<file path="src/rtl/eth_pkg.sv">
// eth_pkg: shared constants, filter state encoding and buffer entry type
// for the eth_rx_filter destination-MAC filter.
package eth_pkg;

    localparam int                MAC_W     = 48;
    localparam logic [MAC_W-1:0]  BCAST_MAC = 48'hFFFF_FFFF_FFFF;
    localparam int                HDR_LEN   = 6;
    localparam int                CNT_W     = 16;
    localparam int                HIDX_W    = 3;
    localparam logic [HIDX_W-1:0] HDR_LAST  = 3'(HDR_LEN - 1);

    typedef enum logic [1:0] {
        HDR,
        PASS,
        DROP
    } filt_state_t;

    typedef struct packed {
        logic       last;
        logic [7:0] data;
    } buf_entry_t;

    // Header byte idx of a MAC address in wire order (byte 0 is bits 47:40).
    function automatic logic [7:0] mac_byte(input logic [MAC_W-1:0]  mac,
                                            input logic [HIDX_W-1:0] idx);
        logic [MAC_W-1:0] sh;
        sh = mac << (8 * idx);
        return sh[MAC_W-1 -: 8];
    endfunction

endpackage

</file>
<file path="src/rtl/rewind_buf.sv">
// rewind_buf: byte buffer with write, commit and read pointers. Only bytes
// behind the commit pointer are readable; a rewind discards uncommitted bytes.
module rewind_buf
    import eth_pkg::*;
#(
    parameter int DEPTH = 8
) (
    input  logic       clk,
    input  logic       resetn,
    input  logic       we,
    input  buf_entry_t wdata,
    input  logic       commit,
    input  logic       rewind,
    input  logic       re,
    output buf_entry_t rdata,
    output logic       full,
    output logic       avail
);

    localparam int            AW        = $clog2(DEPTH);
    localparam logic [AW:0]   FULL_DIST = (AW + 1)'(DEPTH);

    buf_entry_t  r_mem [DEPTH];
    logic [AW:0] r_wr;
    logic [AW:0] r_cm;
    logic [AW:0] r_rd;

    logic        w_wr_ok;
    logic [AW:0] w_wr_next;

    assign full      = (r_wr - r_rd) == FULL_DIST;
    assign avail     = r_rd != r_cm;
    assign w_wr_ok   = we && !full;
    assign w_wr_next = r_wr + (AW + 1)'(w_wr_ok);
    assign rdata     = r_mem[r_rd[AW-1:0]];

    // NOTE: storage is deliberately not reset; the pointers alone decide which entries are valid.
    always_ff @(posedge clk) begin
        if (w_wr_ok) begin
            r_mem[r_wr[AW-1:0]] <= wdata;
        end
    end

    // NOTE: sequential state uses non-blocking assignments so every pointer sees pre-edge values.
    always_ff @(posedge clk) begin
        if (!resetn) begin
            r_wr <= '0;
            r_cm <= '0;
            r_rd <= '0;
        end else begin
            r_wr <= rewind ? r_cm : w_wr_next;
            if (commit) begin
                r_cm <= w_wr_next;
            end
            if (re && avail) begin
                r_rd <= r_rd + 1'b1;
            end
        end
    end

endmodule

</file>
<file path="src/rtl/eth_rx_filter.sv">
// eth_rx_filter: forwards frames whose destination MAC is local, broadcast or
// promiscuous; others are discarded whole. ETH_FILTER_MCAST_EN also accepts group addresses.
module eth_rx_filter
    import eth_pkg::*;
#(
    parameter logic [MAC_W-1:0] MAC   = 48'h02_00_00_00_00_01,
    parameter int               DEPTH = 8
) (
    input  logic             clk,
    input  logic             resetn,
    input  logic             in_vld,
    input  logic             in_last,
    input  logic [7:0]       in_data,
    input  logic             promisc,
    output logic             out_vld,
    output logic             out_last,
    output logic [7:0]       out_data,
    output logic [CNT_W-1:0] cnt_accept,
    output logic [CNT_W-1:0] cnt_drop,
    output logic             overflow
);

    filt_state_t       r_state;
    logic [HIDX_W-1:0] r_hidx;
    logic              r_ucast_ok;
    logic              r_bcast_ok;
    logic [CNT_W-1:0]  r_cnt_accept;
    logic [CNT_W-1:0]  r_cnt_drop;

    logic       w_ucast;
    logic       w_bcast;
    logic       w_mcast;
    logic       w_match;
    logic       w_hdr_byte;
    logic       w_runt;
    logic       w_decide;
    logic       w_accept;
    logic       w_reject;
    logic       w_we;
    logic       w_commit;
    logic       w_rewind;
    logic       w_full;
    logic       w_avail;
    buf_entry_t w_wdata;
    buf_entry_t w_rdata;

    // Match flags include the byte currently on the input.
    assign w_ucast    = r_ucast_ok && (in_data == mac_byte(MAC, r_hidx));
    assign w_bcast    = r_bcast_ok && (in_data == mac_byte(BCAST_MAC, r_hidx));
    assign w_match    = promisc || w_ucast || w_bcast || w_mcast;

    assign w_hdr_byte = in_vld && (r_state == HDR);
    assign w_runt     = w_hdr_byte && in_last;
    assign w_decide   = w_hdr_byte && !in_last && (r_hidx == HDR_LAST);
    assign w_accept   = w_decide && w_match;
    assign w_reject   = w_decide && !w_match;

    assign w_we       = in_vld && (r_state != DROP);
    assign w_commit   = w_accept || (in_vld && (r_state == PASS));
    assign w_rewind   = w_runt || w_reject;
    assign w_wdata    = '{last: in_last, data: in_data};

`ifdef ETH_FILTER_MCAST_EN
    logic r_mcast;

    // Group bit is the LSB of the first destination byte.
    always_ff @(posedge clk) begin
        if (!resetn) begin
            r_mcast <= 1'b0;
        end else if (w_hdr_byte && (r_hidx == '0)) begin
            r_mcast <= in_data[0];
        end
    end

    assign w_mcast = r_mcast;
`else
    assign w_mcast = 1'b0;
`endif

    rewind_buf #(
        .DEPTH (DEPTH)
    ) u_buf (
        .clk    (clk),
        .resetn (resetn),
        .we     (w_we),
        .wdata  (w_wdata),
        .commit (w_commit),
        .rewind (w_rewind),
        .re     (w_avail),
        .rdata  (w_rdata),
        .full   (w_full),
        .avail  (w_avail)
    );

    always_ff @(posedge clk) begin
        if (!resetn) begin
            r_state    <= HDR;
            r_hidx     <= '0;
            r_ucast_ok <= 1'b1;
            r_bcast_ok <= 1'b1;
        end else if (in_vld) begin
            unique case (r_state)
                HDR: begin
                    if (in_last || (r_hidx == HDR_LAST)) begin
                        if (!in_last) begin
                            r_state <= w_match ? PASS : DROP;
                        end
                        r_hidx     <= '0;
                        r_ucast_ok <= 1'b1;
                        r_bcast_ok <= 1'b1;
                    end else begin
                        r_hidx     <= r_hidx + 1'b1;
                        r_ucast_ok <= w_ucast;
                        r_bcast_ok <= w_bcast;
                    end
                end
                PASS, DROP: begin
                    if (in_last) begin
                        r_state <= HDR;
                    end
                end
                default: r_state <= HDR;
            endcase
        end
    end

    always_ff @(posedge clk) begin
        if (!resetn) begin
            out_vld      <= 1'b0;
            out_last     <= 1'b0;
            out_data     <= '0;
            r_cnt_accept <= '0;
            r_cnt_drop   <= '0;
            overflow     <= 1'b0;
        end else begin
            out_vld <= w_avail;
            if (w_avail) begin
                out_last <= w_rdata.last;
                out_data <= w_rdata.data;
            end
            if (w_accept && (r_cnt_accept != '1)) begin
                r_cnt_accept <= r_cnt_accept + 1'b1;
            end
            if ((w_runt || w_reject) && (r_cnt_drop != '1)) begin
                r_cnt_drop <= r_cnt_drop + 1'b1;
            end
            if (w_we && w_full) begin
                overflow <= 1'b1;
            end
        end
    end

    assign cnt_accept = r_cnt_accept;
    assign cnt_drop   = r_cnt_drop;

endmodule

</file>
<file path="config.mk">
export PLATFORM = sky130hd
export DESIGN_NAME = eth_rx_filter
export DESIGN_NICKNAME = d
export VERILOG_FILES = /design/src/rtl/eth_pkg.sv /design/src/rtl/rewind_buf.sv /design/src/rtl/eth_rx_filter.sv
export SDC_FILE = /design/constraint.sdc
export NUM_CORES = 1
export LEC_CHECK = 0
export ABC_AREA = 1
export BUFFER_PORTS_ARGS = -buffer_cell sky130_fd_sc_hd__buf_2
export CAP_MARGIN = 20
export CORE_MARGIN = 3
export CORE_UTILIZATION = 60
export CTS_CLUSTER_DIAMETER = 50
export CTS_CLUSTER_SIZE = 14
export DETAILED_ROUTE_END_ITERATION = 6
export PLACE_DENSITY = 0.8
export SLEW_MARGIN = 20
export SYNTH_ARGS = -nofsm -noshare
export SYNTH_HDL_FRONTEND = slang
export SYNTH_HIERARCHICAL = 1
export SYNTH_SLANG_ARGS = --single-unit
</file>
<file path="constraint.sdc">
create_clock -name clk -period 2.8 [get_ports clk]
set_input_delay 0.42 -clock clk [delete_from_list [all_inputs] [get_ports clk]]
set_output_delay 0.42 -clock clk [all_outputs]
set_load 0.01 [all_outputs]
</file>
==> summary.md <==
| Metric | Value |
|---|---|
| I/O Buffers | 55 |
| Hold-fix buffers, CTS | 0 |
| Vias | 5,215 |
| Slew Viols, Final | 0 |
| NumNets Final | 835 |
| CTS Sinks | 137 |
| DP HPWL | 9180 µm |
| Root buffer cell | clkbuf_8 |
| Drt via density | 5.45 |
| Wire per inst | 14.5 µm |
| Post-CTS Setup Inserts | 0 |
| Synth area leader | edfxtp_1 |
| Clk_skew | 0.0127 ns |
| Setup violators final | 0 |
| Final Hold Vio Count | 0 |
| Post-synthesis net count | 775 |
| Synthesized area | 6530 µm² |
| Vias in the first global route | 4,792 |
| Distinct cell type count after synthesis | 39 |
| Worst EP required | 3.22 ns |
| CP startpoint | u_buf/r_wr[0]$_SDFF_PN0_ |
| Commonest register cell after synthesis | edfxtp_1 |
| Antenna Nets Post-Route | 0 |
| Mapped Cells | 748 |
| Routability cong. | 0.854 |
| CP arrival | 2.93 ns |
| HP Start | in_data[2] |
| # diodes | 0 |
| Max_cap viols | 0 |
| Total Power | 4570 µW |
| Die width | 110 µm |
| Worst slack at placement | 0.379 ns |
| Peak supply drop | 407 µV |
| Number of warnings issued by yosys | 6 |
| Part of the cycle the worst path needs | 90.0% |
| Relative slew slack | 58.1% |
| Initial Util | 62.4% |
| Lkg Pwr | 0.00312 µW |
| Worst-margin pin slew | 0.627 ns |
| First-pass GRT wire length | 22,000 µm |
| Top-count cell post-synth | nand2_1 |
| CP max FO | 9 |
| Total die area | 12,200 µm² |
| Status | finished, violations left |
| RSZ-0062 raised after global routing | no |
| Worst Slack Setup Final | 0.281 ns |
| CTS resizes | 0 |
| CP Capture Type | register |
| Setup_tns | 0 ns |
| Initial antenna violation count | 0 |
| Clock transition at the registers of the reported paths | 0.06 ns |
| CTS max path bufs | 2 |
| # DRC | 1 |
| Die Y | 110 µm |
| Post-synthesis register bit count | 137 |
| CTS buffer count | 17 |
| Async SR Flop Fraction | 0% |
| Type of origin of the critical path | register |
| Core area | 10,500 µm² |
| Post-synth EDFFs | 72 |
| Ports | 56 |
| Tot GR Track Use | 23.7% |
| H-tree Lvls | 4 |
| Post-synth top area share | 33.1% |
| Setup CP Type | register to register |
| Hold crit path type | input pin to register |
| Final Util | 71.5% |
| Fin crit period | 2.52 ns |
| Fmax | 0.397 GHz |
| Pwr per Cell Area | 610 nW/µm² |
| WL final | 13,900 µm |
| Drt initial violations | 495 |
| Grt total ovfl | 0 |
| RR Startpoint | u_buf/r_wr[0]$_SDFF_PN0_ |
| Post-synth top cells | 140 x nand2_1, 125 x nor2_1, 72 x edfxtp_1 |
| Mean Syn Cell Area | 8.73 µm² |
| Largest net degree at the start of global routing | 37 |
| Synth area leaders | edfxtp_1 33%, dfxtp_1 20%, nand2_1 8.1% |
| CTS tree | done |
| Failing checks | design-rule violations |
| First drt pass iteration count | 7 |
| Final Hold Slack | 0.188 ns |
| Clock latency on the worst-skew pair | 0.53 ns |
| Sequential area share after synthesis | 53.1% |
| Layout cells sized above 1 | 15.7% |
| Area grow syn2layout | 14.7% |
| Row count | 37 |
-- logic make-up after synthesis --
| kind of cell | count (synthesis) | synth area share [%] |
|---|---|---|
| buffers and inverters | 88 | 5.90 |
| adder cells (fa/ha/maj) | 14 | 2.68 |
| flip-flops | 137 | 53.1 |
| AO/OA/AOI/OAI | 127 | 9.97 |
| XOR/XNOR | 25 | 3.35 |
| AND/OR/NAND/NOR | 357 | 25.0 |
-- worst max-delay path: stages, from the launching register on --
cell and delay, ns:
dfxtp_1 0.42, inv_1 0.15, ha_1 0.23, inv_1 0.07, nand2_1 0.08, nand2_1 0.08, nand2_1 0.06, a21oi_1 0.13
nand2_1 0.10, nand2_1 0.22, inv_1 0.07, ha_1 0.21, ha_1 0.20, xor2_1 0.16, o21ai_0 0.17, inv_1 0.07
-- layout make-up --
class	count	area (µm²)
inverter	62	233
fill	770	2980
tap	136	170
timing repair buffer	67	365
multi-input combinational	523	2680
sequential	137	3460
clock inverter	10	90.1
clock buffer	22	484
-- flip-flops by register name, summed over array words and instances (netlist names), 2 cells and up, named ones only --
name / count
u_buf/r_mem: 72
cnt_accept: 16
cnt_drop: 16
out_data: 8
u_buf/r_cm: 4
u_buf/r_rd: 4
u_buf/r_wr: 4
r_hidx: 3
r_state: 2
-- through the flow --
step,cells,cell area (µm²)
4_1_cts,957,7480
2_1_floorplan,748,6530
6_report,957,7480
5_1_grt,957,7480
3_5_place_dp,925,6910
3_3_place_gp,925,6910
-- layer usage --
layer | share of wire, % | routed length, µm | GRT usage (%) | vias up
li1 | - | - | - | 2612
met1 | 43 | 5990 | 29.7 | 2437
met2 | 50 | 6890 | 39.7 | 146
met3 | 6.0 | 839 | 6.12 | 20
met4 | 1.3 | 182 | 8.44 | 0
met5 | 0 | 0 | 0 | -
-- path summary, 6_finish.rpt --
kind	end	slack, ns	cells past startpoint
max	u_buf/r_wr[2]$_SDFF_PN0_	0.28	15
min	u_buf/r_mem[0][2]$_DFFE_PP_	0.19	1
max reg2reg	u_buf/r_wr[2]$_SDFF_PN0_	0.28	15
min reg2reg	overflow$_SDFFE_PN0P_	0.46	2
-- cell usage in the layout, fill, tap and decap left out, types with 3 or more instances in the layout --
cell type  netlist  layout
nand3b_1         4       4
nand2_2          6       6
nand2_4          3       3
nand4_1         17      17
nand3_2          8       8
dfxtp_1         65      65
xor2_1          18      18
o21ai_0         66      66
clkinv_4         0       4
nor2_2           5       5
clkinv_2         0       3
nor2_1         125     125
nand2_1        140     140
clkinv_1         4       5
nor3_1           6       6
o21ai_1          7       7
inv_1           55      55
buf_4            3      12
clkbuf_16        0      17
buf_2            7      55
clkbuf_8         0       4
xnor2_1          7       7
inv_2            3       3
ha_1            14      14
edfxtp_1        72      72
nand3_1         34      34
a21oi_1         49      49
-- power by group --
part	leakage [µW]	switching, µW	total (µW)	internal [µW]
Clock	0.000288	819	2120	1300
Combinational	0.00166	170	253	83.6
Sequential	0.00118	29.8	2200	2170
Total	0.00312	1020	4570	3550
No activity file was read; power rests on OpenSTA's default activity.
